$ cat src/rtl/fi_pkg.sv
`default_nettype none
// ============================================================================
// Module  : fi_pkg
// Purpose : Shared types and constants for the fault-injection campaign
//           controller (sequencer states, fault-target function codes,
//           run classification codes, sweep limits and helper functions).
// Revision: 1.0 - initial release
// ============================================================================
package fi_pkg;

  // Campaign sequencer states.
  typedef enum logic [2:0] {
    ST_IDLE      = 3'd0,
    ST_GOLD_LD   = 3'd1,
    ST_GOLD_WAIT = 3'd2,
    ST_INJ_LD    = 3'd3,
    ST_INJ_WAIT  = 3'd4,
    ST_CLASSIFY  = 3'd5,
    ST_ADVANCE   = 3'd6,
    ST_FIN       = 3'd7
  } fi_state_e;

  // Targeted AES function codes driven on func_FI.
  localparam logic [1:0] FI_SBOX = 2'd0;
  localparam logic [1:0] FI_SHRW = 2'd1;
  localparam logic [1:0] FI_MXCL = 2'd2;
  localparam logic [1:0] FI_KYXR = 2'd3;

  // Outcome of one faulty run.
  typedef enum logic [1:0] {
    RES_TIMEOUT    = 2'd0,
    RES_DETECTED   = 2'd1,
    RES_UNDETECTED = 2'd2,
    RES_MASKED     = 2'd3
  } fi_result_e;

  // Last index of each inner sweep dimension.
  localparam logic [1:0] ROW_MAX = 2'd3;
  localparam logic [1:0] COL_MAX = 2'd3;
  localparam logic [3:0] BIT_MAX = 4'd7;

  // Lowest function selected by the mask (caller guarantees mask != 0).
  function automatic logic [1:0] fi_first_func(input logic [3:0] mask);
    logic [1:0] r;
    r = FI_SBOX;
    for (int f = 3; f >= 0; f--) begin
      if (mask[f]) r = 2'(f);
    end
    return r;
  endfunction

  // Next selected function strictly above cur: {found, index}.
  function automatic logic [2:0] fi_next_func(input logic [3:0] mask, input logic [1:0] cur);
    logic [2:0] r;
    r = 3'b000;
    for (int f = 3; f >= 0; f--) begin
      if (mask[f] && (f > int'(cur))) r = {1'b1, 2'(f)};
    end
    return r;
  endfunction

  // Priority classification of a faulty run; first match wins.
  function automatic fi_result_e fi_classify(input logic timeout, input logic fault,
                                             input logic differs);
    fi_result_e r;
    if (timeout)      r = RES_TIMEOUT;
    else if (fault)   r = RES_DETECTED;
    else if (differs) r = RES_UNDETECTED;
    else              r = RES_MASKED;
    return r;
  endfunction

endpackage
`default_nettype wire

$ cat src/rtl/fi_sweep_cnt.sv
`default_nettype none
// ============================================================================
// Module  : fi_sweep_cnt
// Purpose : Odometer over the injection points. Innermost first: bit
//           (skipped in byte mode), column, row, round, then the selected
//           functions in ascending order. load_i jumps to the first point,
//           step_i advances one point, last_o flags the final point.
// Revision: 1.0 - initial release
// ============================================================================
module fi_sweep_cnt
  import fi_pkg::*;
#(
  parameter int NUM_ROUNDS = 10
) (
  input  logic       clk,
  input  logic       rst,
  input  logic       load_i,
  input  logic       step_i,
  input  logic       byte_mode_i,
  input  logic [3:0] func_mask_i,
  output logic [1:0] func_o,
  output logic [3:0] round_o,
  output logic [1:0] row_o,
  output logic [1:0] col_o,
  output logic [3:0] bit_o,
  output logic       last_o
);

  localparam logic [3:0] ROUND_LAST = 4'(NUM_ROUNDS - 1);

  logic [1:0] func_q, func_d;
  logic [3:0] round_q, round_d;
  logic [1:0] row_q, row_d;
  logic [1:0] col_q, col_d;
  logic [3:0] bit_q, bit_d;
  logic [2:0] w_next;
  logic       w_bit_wrap;

  // Next point: load resets to the first point, step carries innermost-first.
  always_comb begin
    func_d     = func_q;
    round_d    = round_q;
    row_d      = row_q;
    col_d      = col_q;
    bit_d      = bit_q;
    w_next     = fi_next_func(func_mask_i, func_q);
    w_bit_wrap = byte_mode_i || (bit_q == BIT_MAX);
    if (load_i) begin
      func_d  = fi_first_func(func_mask_i);
      round_d = '0;
      row_d   = '0;
      col_d   = '0;
      bit_d   = '0;
    end else if (step_i) begin
      if (!w_bit_wrap) begin
        bit_d = bit_q + 4'd1;
      end else begin
        bit_d = '0;
        if (col_q != COL_MAX) begin
          col_d = col_q + 2'd1;
        end else begin
          col_d = '0;
          if (row_q != ROW_MAX) begin
            row_d = row_q + 2'd1;
          end else begin
            row_d = '0;
            if (round_q != ROUND_LAST) begin
              round_d = round_q + 4'd1;
            end else begin
              round_d = '0;
              func_d  = w_next[1:0];
            end
          end
        end
      end
    end
  end

  // Point registers; they hold their value when neither load nor step.
  always_ff @(posedge clk or negedge rst) begin
    if (!rst) begin
      func_q  <= '0;
      round_q <= '0;
      row_q   <= '0;
      col_q   <= '0;
      bit_q   <= '0;
    end else begin
      func_q  <= func_d;
      round_q <= round_d;
      row_q   <= row_d;
      col_q   <= col_d;
      bit_q   <= bit_d;
    end
  end

  assign func_o  = func_q;
  assign round_o = round_q;
  assign row_o   = row_q;
  assign col_o   = col_q;
  assign bit_o   = bit_q;
  assign last_o  = w_bit_wrap && (col_q == COL_MAX) && (row_q == ROW_MAX) &&
                   (round_q == ROUND_LAST) && !w_next[2];

endmodule
`default_nettype wire

$ cat src/rtl/fi_campaign_ctrl.sv
`default_nettype none
// ============================================================================
// Module  : fi_campaign_ctrl
// Purpose : Automated fault-injection campaign sequencer for aes_top. Runs a
//           fault-free golden encryption, then sweeps all selected injection
//           points and classifies each faulty run as detected, undetected,
//           masked or timeout in saturating counters.
// Options : FI_STOP_ON_UNDETECTED_EN - stop at the first undetected run and
//           expose the 'stopped' output.
// Revision: 1.0 - initial release
// ============================================================================
module fi_campaign_ctrl
  import fi_pkg::*;
#(
  parameter int NUM_ROUNDS = 10,
  parameter int MAX_WAIT   = 64,
  parameter int CNT_W      = 16
) (
  input  logic             clk,
  input  logic             rst,
  input  logic             start,
  input  logic [127:0]     cfg_text,
  input  logic [127:0]     cfg_key,
  input  logic             cfg_byte_mode,
  input  logic [3:0]       cfg_func_mask,
  output logic             aes_ld,
  output logic [127:0]     aes_key,
  output logic [127:0]     aes_text_in,
  input  logic             aes_done,
  input  logic [127:0]     aes_text_out,
  input  logic             aes_fault_detected,
  output logic             en_FI,
  output logic             mode_FI,
  output logic [3:0]       func_FI,
  output logic [3:0]       round_FI,
  output logic [1:0]       row_FI,
  output logic [1:0]       column_FI,
  output logic [3:0]       bit_index_FI,
  output logic             busy,
  output logic             done,
  output logic [127:0]     golden_out,
  output logic             golden_err,
  output logic [CNT_W-1:0] cnt_detected,
  output logic [CNT_W-1:0] cnt_undetected,
  output logic [CNT_W-1:0] cnt_masked,
  output logic [CNT_W-1:0] cnt_timeout
`ifdef FI_STOP_ON_UNDETECTED_EN
  ,
  output logic             stopped
`endif
);

  localparam int                WAIT_W    = $clog2(MAX_WAIT + 1);
  localparam logic [WAIT_W-1:0] WAIT_LAST = WAIT_W'(MAX_WAIT - 1);
  localparam logic [CNT_W-1:0]  CNT_SAT   = {CNT_W{1'b1}};

  fi_state_e          state_q, state_d;
  logic [127:0]       key_q, key_d;
  logic [127:0]       text_q, text_d;
  logic               bmode_q, bmode_d;
  logic [3:0]         mask_q, mask_d;
  logic [127:0]       golden_q, golden_d;
  logic               gerr_q, gerr_d;
  logic [CNT_W-1:0]   det_q, det_d, und_q, und_d, msk_q, msk_d, tmo_q, tmo_d;
  logic [WAIT_W-1:0]  wait_q, wait_d;
  logic               arm_q, arm_d;
  logic               sticky_q, sticky_d;
  logic               timeout_q, timeout_d;
  logic [127:0]       cap_q, cap_d;
  logic               first_q, first_d;
  logic               stop_q, stop_d;
  fi_result_e         w_res;
  logic               w_load, w_step, w_last;
  logic [1:0]         w_func;

  // Sequencer next-state, datapath updates and sweep control.
  always_comb begin
    state_d   = state_q;
    key_d     = key_q;
    text_d    = text_q;
    bmode_d   = bmode_q;
    mask_d    = mask_q;
    golden_d  = golden_q;
    gerr_d    = gerr_q;
    det_d     = det_q;
    und_d     = und_q;
    msk_d     = msk_q;
    tmo_d     = tmo_q;
    wait_d    = wait_q;
    arm_d     = arm_q;
    sticky_d  = sticky_q;
    timeout_d = timeout_q;
    cap_d     = cap_q;
    first_d   = first_q;
    stop_d    = stop_q;
    w_load    = 1'b0;
    w_step    = 1'b0;
    w_res     = fi_classify(timeout_q, sticky_q, cap_q != golden_q);
    case (state_q)
      ST_IDLE: begin
        if (start) begin
          key_d    = cfg_key;
          text_d   = cfg_text;
          bmode_d  = cfg_byte_mode;
          mask_d   = cfg_func_mask;
          golden_d = '0;
          gerr_d   = 1'b0;
          det_d    = '0;
          und_d    = '0;
          msk_d    = '0;
          tmo_d    = '0;
          stop_d   = 1'b0;
          state_d  = ST_GOLD_LD;
        end
      end
      ST_GOLD_LD, ST_INJ_LD: begin
        // A done still high from the previous run is ignored until aes_done
        // has been seen low; the ld cycle itself may provide that sample.
        wait_d    = '0;
        arm_d     = ~aes_done;
        sticky_d  = 1'b0;
        timeout_d = 1'b0;
        state_d   = (state_q == ST_GOLD_LD) ? ST_GOLD_WAIT : ST_INJ_WAIT;
      end
      ST_GOLD_WAIT, ST_INJ_WAIT: begin
        sticky_d = sticky_q | aes_fault_detected;
        wait_d   = wait_q + WAIT_W'(1);
        arm_d    = arm_q | ~aes_done;
        if (arm_q && aes_done) begin
          cap_d = aes_text_out;
          if (state_q == ST_INJ_WAIT) begin
            state_d = ST_CLASSIFY;
          end else if (sticky_d) begin
            gerr_d  = 1'b1;
            state_d = ST_FIN;
          end else begin
            golden_d = aes_text_out;
            first_d  = 1'b1;
            state_d  = ST_ADVANCE;
          end
        end else if (wait_q == WAIT_LAST) begin
          timeout_d = 1'b1;
          if (state_q == ST_INJ_WAIT) begin
            state_d = ST_CLASSIFY;
          end else begin
            gerr_d  = 1'b1;
            state_d = ST_FIN;
          end
        end
      end
      ST_CLASSIFY: begin
        state_d = ST_ADVANCE;
        case (w_res)
          RES_TIMEOUT:    if (tmo_q != CNT_SAT) tmo_d = tmo_q + CNT_W'(1);
          RES_DETECTED:   if (det_q != CNT_SAT) det_d = det_q + CNT_W'(1);
          RES_UNDETECTED: begin
            if (und_q != CNT_SAT) und_d = und_q + CNT_W'(1);
`ifdef FI_STOP_ON_UNDETECTED_EN
            stop_d  = 1'b1;
            state_d = ST_FIN;
`endif
          end
          default:        if (msk_q != CNT_SAT) msk_d = msk_q + CNT_W'(1);
        endcase
      end
      ST_ADVANCE: begin
        if (first_q) begin
          first_d = 1'b0;
          if (mask_q == 4'b0000) begin
            state_d = ST_FIN;
          end else begin
            w_load  = 1'b1;
            state_d = ST_INJ_LD;
          end
        end else if (w_last) begin
          state_d = ST_FIN;
        end else begin
          w_step  = 1'b1;
          state_d = ST_INJ_LD;
        end
      end
      ST_FIN: begin
        state_d = ST_IDLE;
      end
      default: begin
        state_d = ST_IDLE;
      end
    endcase
  end

  // Sequencer state and campaign registers.
  always_ff @(posedge clk or negedge rst) begin
    if (!rst) begin
      state_q   <= ST_IDLE;
      key_q     <= '0;
      text_q    <= '0;
      bmode_q   <= 1'b0;
      mask_q    <= '0;
      golden_q  <= '0;
      gerr_q    <= 1'b0;
      det_q     <= '0;
      und_q     <= '0;
      msk_q     <= '0;
      tmo_q     <= '0;
      wait_q    <= '0;
      arm_q     <= 1'b0;
      sticky_q  <= 1'b0;
      timeout_q <= 1'b0;
      cap_q     <= '0;
      first_q   <= 1'b0;
      stop_q    <= 1'b0;
    end else begin
      state_q   <= state_d;
      key_q     <= key_d;
      text_q    <= text_d;
      bmode_q   <= bmode_d;
      mask_q    <= mask_d;
      golden_q  <= golden_d;
      gerr_q    <= gerr_d;
      det_q     <= det_d;
      und_q     <= und_d;
      msk_q     <= msk_d;
      tmo_q     <= tmo_d;
      wait_q    <= wait_d;
      arm_q     <= arm_d;
      sticky_q  <= sticky_d;
      timeout_q <= timeout_d;
      cap_q     <= cap_d;
      first_q   <= first_d;
      stop_q    <= stop_d;
    end
  end

  fi_sweep_cnt #(
    .NUM_ROUNDS (NUM_ROUNDS)
  ) u_sweep (
    .clk         (clk),
    .rst         (rst),
    .load_i      (w_load),
    .step_i      (w_step),
    .byte_mode_i (bmode_q),
    .func_mask_i (mask_q),
    .func_o      (w_func),
    .round_o     (round_FI),
    .row_o       (row_FI),
    .col_o       (column_FI),
    .bit_o       (bit_index_FI),
    .last_o      (w_last)
  );

  assign aes_ld         = (state_q == ST_GOLD_LD) || (state_q == ST_INJ_LD);
  assign en_FI          = (state_q == ST_INJ_LD) || (state_q == ST_INJ_WAIT);
  assign busy           = (state_q != ST_IDLE) && (state_q != ST_FIN);
  assign done           = (state_q == ST_FIN);
  assign mode_FI        = busy & bmode_q;
  assign func_FI        = {2'b00, w_func};
  assign aes_key        = key_q;
  assign aes_text_in    = text_q;
  assign golden_out     = golden_q;
  assign golden_err     = gerr_q;
  assign cnt_detected   = det_q;
  assign cnt_undetected = und_q;
  assign cnt_masked     = msk_q;
  assign cnt_timeout    = tmo_q;
`ifdef FI_STOP_ON_UNDETECTED_EN
  assign stopped        = stop_q;
`endif

endmodule
`default_nettype wire

$ cat config.mk
export PLATFORM = sky130hd
export DESIGN_NAME = fi_campaign_ctrl
export DESIGN_NICKNAME = d
export VERILOG_FILES = /design/src/rtl/fi_pkg.sv /design/src/rtl/fi_sweep_cnt.sv /design/src/rtl/fi_campaign_ctrl.sv
export SDC_FILE = /design/constraint.sdc
export NUM_CORES = 1
export LEC_CHECK = 0
export CAP_MARGIN = 10
export CORE_AREA = 2 2 332 334
export CTS_CLUSTER_DIAMETER = 50
export DETAILED_ROUTE_END_ITERATION = 10
export DIE_AREA = 0 0 334 336
export GPL_ROUTABILITY_DRIVEN = 0
export MAX_ROUTING_LAYER = met4
export PLACE_DENSITY = 0.57
export SLEW_MARGIN = 20
export SYNTH_ARGS = -nofsm -noshare
export SYNTH_HDL_FRONTEND = slang
export SYNTH_SLANG_ARGS = --single-unit
$ cat constraint.sdc
create_clock -name clk -period 2.69 [get_ports clk]
set_input_delay 0.538 -clock clk [delete_from_list [all_inputs] [get_ports clk]]
set_output_delay 0.538 -clock clk [all_outputs]
set_load 0.03 [all_outputs]
# Yosys cells after proc, flatten, opt, wreduce, memory -nomap -nowiden
# Index checks and enable logic that the tools add are counted.
[word_totals]
elab_cells = 207
in_bits = 394
output_inout_bits = 470
register_bits = 610
[classes]
bitwise = 4
reduce_logical = 41
magnitude_cmp = 3
addsub = 9
mux = 86
n_eq_ne = 42
[ops]
columns = ["cell", "count"]
rows = [
  ["$mux W128", 4],
  ["$pmux W128 S2", 1],
  ["$mux W16", 9],
  ["$ne A128 B128 Y1", 1],
  ["$pmux W16 S2", 4],
  ["$add A16 B1 Y16 const B", 4],
  ["$ne A16 B16 Y1 const B", 4],
  ["$mux W2", 23],
  ["$mux W4", 9],
  ["$ne A2 B2 Y1 const B", 16],
  ["$mux W3", 10],
  ["$reduce_and A4 Y1", 6],
  ["$mux W1", 19],
  ["$pmux W3 S6", 1],
  ["$reduce_and A5 Y1", 3],
  ["$pmux W7 S2", 1],
  ["$eq A3 B3 Y1 const B", 4],
  ["$reduce_bool A2 Y1", 6],
  ["$pmux W1 S2", 5],
  ["$logic_and A1 B1 Y1", 9],
  ["$ne A3 B3 Y1 const B", 3],
  ["$add A4 B1 Y4 const B", 2],
  ["$reduce_and A2 Y1", 4],
  ["$add A7 B1 Y7 const B", 1],
  ["other kinds (24)", 36],
]

# Depth between registers and ports, before layout
# Gate-level depths: netlist of run 1.
[logic_depth]
depth_word = 12
mapped_depth = 10
ltp_nobuf = 9

# Modules after synthesis
# From an unflattened synthesis of run 1, not the netlist that was laid out.
[unflattened]
hier_cells = 2672
hier_area_um2 = 25971.2
[modules_own_cells]
columns = ["mod", "n_inst", "area_each_um2", "cells_each", "seq_area_each_um2"]
rows = [
  ["fi_campaign_ctrl", 1, 25125.3, 2582, 14914.3],
  ["fi_sweep_cnt", 1, 845.8, 90, 350.3],
]

# Worst setup path after synthesis of run 1
# No wires, ideal clock.
[synth_timing]
kind = "reg2reg"
start = "reg u_sweep.col_q[0] (netlist: u_sweep.col_o[0])"
end = "reg u_sweep.func_q[0] (netlist: u_sweep.func_o[0])"
stages_incl_launch_ff = 9
setup_ps = 125
t_required_ps = 2565
n_path_buf = 0
synth_period_minus_slack_ps = 2517
setup_slack_ps = 173
arrival_time_ps = 2393
path_cell_list = "dfrtp_1 ha_1 nand2_1 or3_4 o311ai_4 nand2b_4 a21o_2 nand2b_1 mux2_2"
[synth_between]
elab_chain_len = 10
word_cells_on_any_way = 12
cone_classes = "3 x eq/ne; 3 x mux; 6 x reduce/logical"
[synth_rtl]
columns = ["item", "line", "text"]
rows = [
  ["start: declaration", "fi_sweep_cnt.sv:34", "logic [1:0] col_q, col_d;"],
  ["start signal: assignment", "fi_sweep_cnt.sv:91", "col_q <= col_d;"],
  ["$eq A2 B2 Y1", "fi_sweep_cnt.sv:101", "assign last_o = w_bit_wrap && (col_q == COL_MAX) && (row_q == ROW_MAX) &&"],
  ["$logic_and A1 B1 Y1 (3 in series)", "fi_sweep_cnt.sv:101", ""],
  ["$logic_and A1 B1 Y1", "fi_sweep_cnt.sv:102", "(round_q == ROUND_LAST) && !w_next[2];"],
  ["$mux W1", "fi_campaign_ctrl.sv:175", "end else if (w_last) begin"],
  ["$mux W1", "fi_campaign_ctrl.sv:167", "if (first_q) begin"],
  ["$mux W1", "fi_campaign_ctrl.sv:99", "case (state_q)"],
  ["$reduce_bool A2 Y1 (no line)", "--", ""],
  ["$reduce_and A5 Y1 (no line) *", "--", ""],
  ["end signal: assignment", "fi_sweep_cnt.sv:88", "func_q <= func_d;"],
  ["end: declaration", "fi_sweep_cnt.sv:31", "logic [1:0] func_q, func_d;"],
]
# Every way passes the cells marked *; elsewhere a longest branch is shown, timed or not.
# A chain may end at the register's enable or synchronous reset.

# Worst setup path after layout of run 1
[layout_timing]
start = "reg golden_q[34] (netlist: golden_out[34])"
end = "reg msk_q[6] (netlist: cnt_masked[6])"
[layout_between]
elab_chain_len = 8
word_cells_on_any_way = 10
cone_classes = "4 x eq/ne; 3 x mux; 3 x reduce/logical"
[layout_rtl]
columns = ["item", "line", "text"]
rows = [
  ["start: declaration", "fi_campaign_ctrl.sv:62", "logic [127:0] golden_q, golden_d;"],
  ["start signal: assignment", "fi_campaign_ctrl.sv:218", "golden_q <= golden_d;"],
  ["$ne A128 B128 Y1 *", "fi_campaign_ctrl.sv:98", "w_res = fi_classify(timeout_q, sticky_q, cap_q != golden_q);"],
  ["$mux W1 *", "fi_pkg.sv:68", "else if (differs) r = RES_UNDETECTED;"],
  ["$mux W2 *", "fi_pkg.sv:67", "else if (fault) r = RES_DETECTED;"],
  ["$mux W2 *", "fi_pkg.sv:66", "if (timeout) r = RES_TIMEOUT;"],
  ["$eq A2 B2 Y1 (tied with other cells)", "fi_campaign_ctrl.sv:153", "case (w_res)"],
  ["$reduce_or A3 Y1 (no line) *", "--", ""],
  ["$ne A2 B2 Y1 (no line) *", "--", ""],
  ["$reduce_and A4 Y1 (no line) *", "--", ""],
  ["end signal: assignment", "fi_campaign_ctrl.sv:222", "msk_q <= msk_d;"],
  ["end: declaration", "fi_campaign_ctrl.sv:64", "logic [CNT_W-1:0] det_q, det_d, und_q, und_d, msk_q, msk_d, tmo_q, tmo_d;"],
]
# Marks and branches as above.

==> results of run 1 <==
==> kinds of logic after synthesis <==
| logic type | after synthesis | synth area share |
|---|---|---|
| AO/OA/AOI/OAI | 261 | 0.0572 |
| XOR/XNOR | 143 | 0.0482 |
| adder cells (fa/ha/maj) | 10 | 0.00482 |
| buffers and inverters | 150 | 0.0253 |
| flip-flops | 610 | 0.588 |
| multiplexers | 138 | 0.0595 |
| other | 1 | 0.000144 |
| AND/OR/NAND/NOR | 1355 | 0.217 |
==> stage by stage <==
step | hold slack [ps] | util | instance area [um2] | setup TNS [ps]
final | 376 | 0.377 | 40800 | 0
after global routing | 364 | 0.377 | 40800 | -2.88
after CTS | 337 | 0.375 | 40700 | 0
after detailed placement | 461 | 0.343 | 37200 | -15550
after global placement | 456 | 0.343 | 37200 | -15840
after floorplan | 242 | - | 26000 | 0
==> where the power goes <==
| group | total (mW) | switching, mW | internal, mW |
|---|---|---|---|
| clock network | 12.8 | 4.66 | 8.18 |
| registers | 15.7 | 2.71 | 13.0 |
| logic | 24.0 | 14.5 | 9.49 |
| total | 52.6 | 21.9 | 30.7 |
==> synthesized netlist by cell type, drive strengths merged (24+ instances only) <==
master | n | area share
clkbuf | 74 | 0.011
xor2 | 137 | 0.046
nand3 | 46 | 0.0091
buf | 63 | 0.013
mux2 | 131 | 0.057
and3 | 24 | 0.0058
nand2 | 1105 | 0.16
nor2 | 45 | 0.0065
dfrtp | 610 | 0.59
o21ai | 180 | 0.035
a21oi | 28 | 0.0057
nor4 | 36 | 0.0095
==> area by class of cell <==
cell class	instances	area, um2	area share
flip-flops and latches	610	15300	0.374
multi-input cells	1909	10300	0.252
repair buffers	1013	10200	0.249
clock buffers	117	2580	0.0632
well taps	1414	1770	0.0433
clock inverters	50	716	0.0175
inverters	13	48.8	0.00119
diodes	13	32.5	0.000796
==> repair_timing <==
action,in CTS,in global routing
resized for setup,29,19
gates cloned,0,1
setup buffers,3,6
endpoints found under the setup margin,36,35
endpoints found under the hold margin,24,0
hold buffers,1,0
pin swaps,4,9
==> registers in the layout, indices dropped and copies added, names as in the netlist, 2 cells and up <==
signal           flops
aes_text_in        128
aes_key            128
state_q              3
u_sweep.func_o       2
u_sweep.round_o      4
u_sweep.row_o        2
wait_q               7
u_sweep.col_o        2
cnt_masked          16
cap_q              128
cnt_detected        16
u_sweep.bit_o        4
golden_out         128
mask_q               4
cnt_undetected      16
cnt_timeout         16
==> worst max-delay path, stage by stage (launching register included) <==
cell and delay, ps:
dfrtp_1 400, xor2_1 170, nor4_1 350, buf_4 190, nand4_1 200, nor4_4 290, buf_4 180, nand3_1 120
buf_4 210, or3_1 340, nand3_1 90
==> how the worst max path moves through the flow <==
stage / from / endpoint / slack [ps] / cells past startpoint
2_1_floorplan: u_sweep.col_o[0] / u_sweep.func_o[0] / 170 / 8
3_3_place_gp: golden_out[43] / cnt_undetected[9] / -720 / 9
3_5_place_dp: golden_out[43] / cnt_undetected[12] / -680 / 9
4_1_cts: cnt_masked[6] / cnt_masked[6] / 10 / 1
5_1_grt: cap_q[0] / cnt_masked[14] / -2 / 10
6_report: golden_out[34] / cnt_masked[6] / 60 / 10
==> routing by layer <==
metal  vias to the layer above  GRT usage
met2                       640      0.286
li1                      10700          -
met3                       167     0.0532
met5                         -          -
met1                     10800      0.231
met4                         0     0.0683
==> metrics.csv, run 1 <==
stage,metric,value,unit
status,status,finished clean,
floorplanning,initial cell density of the core,0.240,
layout,"most common cell after layout, fill and taps aside",nand2_1,
route,drt drc,0,
logic_synthesis,number of synthesized flops with an enable pin,0,
route,WL met1,44600,um
layout,layout cell share with drive strength beyond 1,0.132,
logic_synthesis,post-synth cell types,61,
placement,pre-CTS setup slack,-677,ps
timing,post-route minimum period,2630,ps
timing,Tightest Pin Transition,714,ps
logic_synthesis,YS warnings,0,
layout,most frequent cells in the layout,"1105 x nand2_1, 852 x clkdlybuf4s50_1, 607 x dfrtp_1, 139 x o21ai_0, 135 x xor2_1",
pwr,peak supply drop,0.608,mV
route,starting DRC count in detailed routing,1312,
route,Routed WL,104000,um
timing,Final setup violation count,0,
logic_synthesis,"FFs w/ async S/R, synth",1.00,
route,vias per inst,4.33,
route,number of detailed-route iterations in the first pass,8,
clock_network,H-tree Lvls,3,
floorplanning,Die Area,112000,um2
route,vias after detailed routing,22300,
layout,Layout Cells excl Fill,5139,
pwr,Power Dens Cells,1290,nW/um2
route,uppermost layer routed,met4,
floorplanning,Ports,864,
pwr,total power,52.6,mW
clock_network,total CTS buffers,93,
global_routing,total congestion overflow,0,
route,metal3 WL,7000,um
timing,Final Max Tran Viols,0,
layout,Filler cells,10700,
global_routing,vias in the first global route,22500,
floorplanning,Core Box Area,108000,um2
logic_synthesis,"Top FF cell, synth",dfrtp_1,
critical_path,reg-to-reg critical path endpoint,cnt_masked[6],
timing,Worst Slack Setup Final,58.3,ps
critical_path,crit-path max FO,10,
timing,unrepaired setup endpoints after global routing,true,
layout,Final nets,4044,
global_routing,initial antenna violation count,14,
clock_network,clk buf depth,3,
clock_network,"Reg clk slew, reported paths",60,ps
clock_network,CTS tree,yes,
critical_path,Worst R2R Path Depth,10,
critical_path,crit path kind,reg2reg,
critical_path,WP data required,3260,ps
critical_path,element type at the critical path start,flop,
placement,I/O Buffers,861,
clock_network,root buffer cell,clkbuf_16,
pwr,Pleak,18.7,nW
critical_path,worst r2r src,golden_out[34],
logic_synthesis,Post-Syn Area,26000,um2
clock_network,clk_lat worst skew,650,ps
logic_synthesis,"FF+latch count, synth",610,
timing,Final Hold Viols,0,
global_routing,largest net degree at the start of global routing,91,
route,antenna-violating nets left,0,
floorplanning,Std-Cell Rows,121,
timing,fmax,380,MHz
clock_network,clock sink total,610,
timing,relative slew slack,0.518,
floorplanning,Die Wd,334,um
min_path,hold crit path type,in2async,
route,metal2 WL,49000,um
logic_synthesis,sequential cell area fraction in the yosys report,0.588,
critical_path,Worst Path Arrival,3210,ps
timing,Setup Skew,32.7,ps
critical_path,CP endpoint kind,flop,
timing,part of the cycle the worst path needs,0.978,
critical_path,r2r setup slk,60,ps
logic_synthesis,Syn Inst Count,2668,
floorplanning,Vert. Die Dim,336,um
flow_run,max-cap violations,0,
global_routing,GRT Total Usage,0.186,
placement,placed instance count,4948,
logic_synthesis,syn_area_per_cell,9.73,um2
placement,DP HPWL,79800,um
layout,area delta synth->final,57.3,%
route,wire per inst,20.3,um
global_routing,first-pass GRT wire length,151000,um
(Power assumes the default switching activity.)
==> inputs of run 2 (changes only) <==
CORE_AREA = 2 2 336 338   (was 2 2 332 334)
CTS_CLUSTER_SIZE = 20   (was default)
DIE_AREA = 0 0 338 340   (was 0 0 334 336)
MAX_ROUTING_LAYER = default   (was met4)
PLACE_DENSITY = 0.56   (was 0.57)
==> metrics.csv, run 2 (synthesis results as in run 1) <==
stage,metric,value,unit,change
timing,Setup Skew,33.5,ps,was 32.7 ps
layout,Reg area,15300,um2,about the same
pwr,peak supply drop,0.655,mV,was 0.608 mV
critical_path,r2r setup slk,40,ps,was 60 ps
clock_network,H-tree Lvls,3,,unchanged
timing,fmax,378,MHz,was 380 MHz
layout,"most common cell after layout, fill and taps aside",nand2_1,,unchanged
flow_run,max-cap violations,0,,unchanged
min_path,hold wc startpoint,cfg_key[4],,
min_path,Min-Delay Endpoint,aes_key[4],,
clock_network,clock sink total,610,,unchanged
pwr,total power,52.4,mW,was 52.6 mW
min_path,hold crit path type,in2reg,,was in2async
timing,part of the cycle the worst path needs,0.984,,was 0.978
route,antenna-violating nets left,0,,unchanged
route,vias per inst,4.30,,was 4.33
global_routing,initial antenna violation count,8,,was 14
timing,setup_tns,0,ps,unchanged
critical_path,crit path kind,reg2reg,,unchanged
layout,Filler cells,11100,,was 10700
timing,unrepaired setup endpoints after global routing,true,,unchanged
layout,layout cell share with drive strength beyond 1,0.137,,was 0.132
critical_path,worst r2r src,golden_out[41],,was golden_out[34]
pwr,Power Dens Cells,1280,nW/um2,was 1290 nW/um2
clock_network,clk buf depth,3,,unchanged
clock_network,"Reg clk slew, reported paths",60,ps,about the same
critical_path,CP endpoint kind,flop,,unchanged
floorplanning,initial cell density of the core,0.233,,was 0.240
route,vias after detailed routing,22400,,was 22300
timing,Final setup violation count,0,,unchanged
clock_network,root buffer cell,clkbuf_16,,unchanged
layout,area delta synth->final,57.7,%,was 57.3%
global_routing,total congestion overflow,0,,unchanged
global_routing,largest net degree at the start of global routing,79,,was 91
floorplanning,Std-Cell Rows,123,,was 121
route,wire per inst,20.3,um,about the same
clock_network,clk_lat worst skew,680,ps,was 650 ps
timing,worst hold slack,388,ps,was 376 ps
timing,relative slew slack,0.531,,was 0.518
global_routing,GRT Total Usage,0.180,,was 0.186
route,drt drc,0,,unchanged
floorplanning,Vert. Die Dim,340,um,was 336 um
clock_network,CTS tree,yes,,unchanged
critical_path,Worst Path Arrival,3220,ps,was 3210 ps
layout,most frequent cells in the layout,"1105 x nand2_1, 853 x clkdlybuf4s50_1, 609 x dfrtp_1, 136 x o21ai_0, 135 x xor2_1",,"was 1105 x nand2_1, 852 x clkdlybuf4s50_1, 607 x dfrtp_1, 139 x o21ai_0, 135 x xor2_1"
route,starting DRC count in detailed routing,1148,,was 1312
timing,Tightest Pin Transition,695,ps,was 714 ps
critical_path,reg-to-reg critical path endpoint,cnt_undetected[2],,was cnt_masked[6]
timing,Final Hold Viols,0,,unchanged
placement,DP HPWL,80500,um,was 79800 um
route,Routed WL,106000,um,was 104000 um
critical_path,element type at the critical path start,flop,,unchanged
critical_path,WP data required,3260,ps,about the same
floorplanning,Die Wd,338,um,was 334 um
min_path,hold path cells,3,,
pwr,Pleak,18.6,nW,was 18.7 nW
layout,Final nets,4050,,was 4044
floorplanning,Core Box Area,112000,um2,was 108000 um2
timing,Final Max Tran Viols,0,,unchanged
layout,Multi-input gate area,10300,um2,about the same
placement,pre-CTS setup slack,-313,ps,was -677 ps
route,number of detailed-route iterations in the first pass,5,,was 8
critical_path,crit-path max FO,5,,was 10
timing,post-route minimum period,2650,ps,was 2630 ps
status,status,finished clean,,unchanged
global_routing,first-pass GRT wire length,154000,um,was 151000 um
floorplanning,Die Area,115000,um2,was 112000 um2
timing,Worst Slack Setup Final,42.1,ps,was 58.3 ps
critical_path,Worst R2R Path Depth,11,,was 10
floorplanning,Ports,864,,unchanged
clock_network,total CTS buffers,89,,was 93
global_routing,vias in the first global route,22300,,was 22500
placement,I/O Buffers,861,,unchanged
run 2: cell count changes in the layout (fill, tap and decap cells not counted), moves of 3 or more:
cell | before | now
o21ai_0 | 139 | 136
buf_12 | 31 | 34
diode_2 | 13 | 3
clkbuf_8 | 12 | 6
a21oi_2 | 1 | 4
buf_6 | 2 | 9
clkinvlp_4 | 6 | 13
clkbuf_16 | 95 | 89
a21oi_1 | 26 | 22
clkbuf_1 | 10 | 6
run 2: how the worst max path moves through the flow:
| stage | slack (ps) | startpoint | end |
|---|---|---|---|
| floorplan | 170 | u_sweep.col_o[0] | u_sweep.func_o[0] |
| finish | 40 | golden_out[41] | cnt_undetected[2] |
| detailed placement | -310 | golden_out[23] | cnt_undetected[12] |
| global placement | -280 | golden_out[23] | cnt_undetected[0] |
| global route | -60 | golden_out[74] | cnt_undetected[2] |
| CTS | -9 | golden_out[112] | cnt_undetected[12] |
run 2: area by class of cell:
class                   count  area share
clock inverters            61      0.0203
repair buffers           1023       0.251
well taps                1500      0.0458
multi-input cells        1909       0.252
diodes                      3    0.000183
flip-flops and latches    610       0.373
inverters                  13     0.00119
clock buffers             101      0.0570
run 2: power breakdown:
group	switching (mW)	leakage [nW]	total [mW]	internal (mW)
registers	2.71	7.80	15.7	13.0
logic	14.6	9.30	24.3	9.68
clock network	4.85	1.51	12.5	7.60
run 2: worst max-delay path, cell delays in order, from the launching register on:
cell and delay [ps]:
dfrtp_1 400, xor2_1 170, buf_4 170, nor4_2 270
nand4_1 280, buf_6 240, nor4_4 240, buf_4 160
a21oi_4 90, buf_6 150, mux2_2 260, mux2i_1 130
run 2: metal layers:
layer  vias to the layer above  global-route usage  routed length, um
met5                         -                   0                 27
li1                      10700                   -                  -
met4                         4              0.0497               2340
met1                     11000               0.240              47100
met2                       620               0.286              49900
met3                       126              0.0486               6820
run 2: through the flow:
| step | std cells | utilization | cell area [um2] |
|---|---|---|---|
| 6_report | 5220 | 0.367 | 40900 |
| 5_1_grt | 5220 | 0.367 | 40900 |
| 4_1_cts | 5208 | 0.365 | 40800 |
| 3_5_place_dp | 5040 | 0.335 | 37400 |
| 3_3_place_gp | 5040 | 0.335 | 37400 |
| 2_1_floorplan | 2669 | - | 26000 |
run 2: repair_timing:
item / in CTS / in global routing
gates resized for setup: 31 / 31
hold buffers: 1 / 0
setup endpoints to repair: 37 / 35
cloned: 0 / 1
pin swaps: 10 / 21
endpoints found under the hold margin: 34 / 0
buffers inserted: 5 / 9
==> inputs of run 3 (changes only) <==
PLACE_DENSITY = 0.53   (was 0.56)
==> metrics.csv, run 3 (synthesis results as in run 1) <==
stage,metric,value,unit,change
route,number of detailed-route iterations in the first pass,5,,unchanged
route,Routed WL,108000,um,was 106000 um
timing,relative slew slack,0.553,,was 0.531
timing,fmax,379,MHz,was 378 MHz
placement,pre-CTS setup slack,-357,ps,was -313 ps
critical_path,Worst Path Arrival,3210,ps,was 3220 ps
route,vias after detailed routing,22300,,was 22400
timing,worst hold slack,395,ps,was 388 ps
route,antenna-violating nets left,0,,unchanged
floorplanning,Vert. Die Dim,340,um,unchanged
critical_path,WP data required,3270,ps,was 3260 ps
timing,Final setup violation count,0,,unchanged
timing,part of the cycle the worst path needs,0.980,,was 0.984
placement,I/O Buffers,861,,unchanged
clock_network,H-tree Lvls,3,,unchanged
flow_run,max-cap violations,0,,unchanged
layout,"most common cell after layout, fill and taps aside",nand2_1,,unchanged
global_routing,first-pass GRT wire length,155000,um,was 154000 um
global_routing,GRT Total Usage,0.184,,was 0.180
global_routing,vias in the first global route,22100,,was 22300
critical_path,crit-path max FO,4,,was 5
layout,layout cell share with drive strength beyond 1,0.129,,was 0.137
layout,cell area after layout,40800,um2,was 40900 um2
global_routing,total congestion overflow,0,,unchanged
placement,dpl cell area,37200,um2,was 37400 um2
pwr,Power Dens Cells,1280,nW/um2,about the same
clock_network,clock sink total,610,,unchanged
clock_network,CTS tree,yes,,unchanged
clock_network,clk_lat worst skew,670,ps,was 680 ps
layout,Layout Cells excl Fill,5217,,was 5220
status,status,finished clean,,unchanged
critical_path,CP endpoint kind,flop,,unchanged
global_routing,initial antenna violation count,31,,was 8
critical_path,r2r setup slk,50,ps,was 40 ps
placement,DP HPWL,82800,um,was 80500 um
timing,Tightest Pin Transition,670,ps,was 695 ps
clock_network,total CTS buffers,93,,was 89
layout,Final nets,4023,,was 4050
clock_network,clk buf depth,3,,unchanged
layout,area delta synth->final,56.9,%,was 57.7%
floorplanning,Die Wd,338,um,unchanged
floorplanning,Ports,864,,unchanged
timing,post-route minimum period,2640,ps,was 2650 ps
timing,Final Max Tran Viols,0,,unchanged
layout,most frequent cells in the layout,"1105 x nand2_1, 855 x clkdlybuf4s50_1, 610 x dfrtp_1, 137 x xor2_1, 133 x o21ai_0",,"was 1105 x nand2_1, 853 x clkdlybuf4s50_1, 609 x dfrtp_1, 136 x o21ai_0, 135 x xor2_1"
timing,unrepaired setup endpoints after global routing,true,,unchanged
floorplanning,Core Box Area,112000,um2,unchanged
floorplanning,Std-Cell Rows,123,,unchanged
pwr,Pleak,18.5,nW,was 18.6 nW
pwr,total power,52.1,mW,was 52.4 mW
route,vias per inst,4.27,,was 4.30
placement,placed instance count,5014,,was 5040
route,drt drc,0,,unchanged
route,wire per inst,20.8,um,was 20.3 um
timing,Setup Skew,31.6,ps,was 33.5 ps
floorplanning,Die Area,115000,um2,unchanged
min_path,hold crit path type,in2reg,,unchanged
critical_path,Worst R2R Path Depth,10,,was 11
timing,Worst Slack Setup Final,54.0,ps,was 42.1 ps
pwr,peak supply drop,0.535,mV,was 0.655 mV
route,starting DRC count in detailed routing,1402,,was 1148
min_path,hold path cells,3,,unchanged
critical_path,crit path kind,reg2reg,,unchanged
timing,Final Hold Viols,0,,unchanged
clock_network,"Reg clk slew, reported paths",60,ps,about the same
global_routing,largest net degree at the start of global routing,99,,was 79
floorplanning,initial cell density of the core,0.233,,unchanged
clock_network,root buffer cell,clkbuf_16,,unchanged
critical_path,element type at the critical path start,flop,,unchanged
## run 3: changes by cell type in the layout (fill, tap and decap cells not counted), sizes merged
cell and change:
clkinv -1, inv +15, clkbuf +7, buf -33, bufinv -5, clkdlybuf4s15 +1, diode +15, clkinvlp -4
clkdlybuf4s50 +2
## run 3: area by class of cell
cell class	instances	area, um2
fill	11200	70800
sequential	610	15300
multi-input combinational	1909	10200
timing repair buffer	992	10000
clock buffer	109	2490
tap	1500	1880
clock inverter	66	786
inverter	13	48.8
antenna	18	45.0
## run 3: timing repair
action	in CTS	in global routing
hold endpoints to repair	28	0
hold buffers	1	0
gates resized for setup	27	25
pin swaps	7	9
setup buffers	4	5
setup endpoints to repair	36	29
cloned	0	0
## run 3: worst paths after layout
check                                 from            endpoint
min                           cfg_text[74]     aes_text_in[74]
min in group asynchronous              rst           cap_q[62]
max                         golden_out[91]  cnt_undetected[12]
max reg2reg                 golden_out[91]  cnt_undetected[12]
max in group asynchronous              rst     aes_text_in[44]
min reg2reg                aes_text_in[15]     aes_text_in[15]
## run 3: stage by stage
stage | util | TNS, ps
floorplan | - | 0
CTS | 0.363 | -125
global placement | 0.333 | -8930
detailed placement | 0.333 | -8610
finish | 0.365 | 0
global route | 0.365 | -490
## run 3: power breakdown
part           switching, mW  leakage [nW]  internal, mW
clock                   5.07          1.58          7.61
sequential              2.68          7.81          13.0
combinational           14.4          9.12          9.39
total                   22.2          18.5          30.0
## run 3: layer usage
layer	global-route usage	wire (um)
met1	0.242	47100
met2	0.281	49900
met3	0.0514	7400
met4	0.0826	3870
met5	0	101
## run 3: worst max-delay path, stage by stage, from the launching register on
cell and delay (ps):
dfrtp_1 410, xor2_1 170, nor4_2 400, buf_4 180
nand4_1 150, buf_6 200, nor4_4 350, a21oi_4 140
or2_4 270, buf_6 130, a31oi_1 140
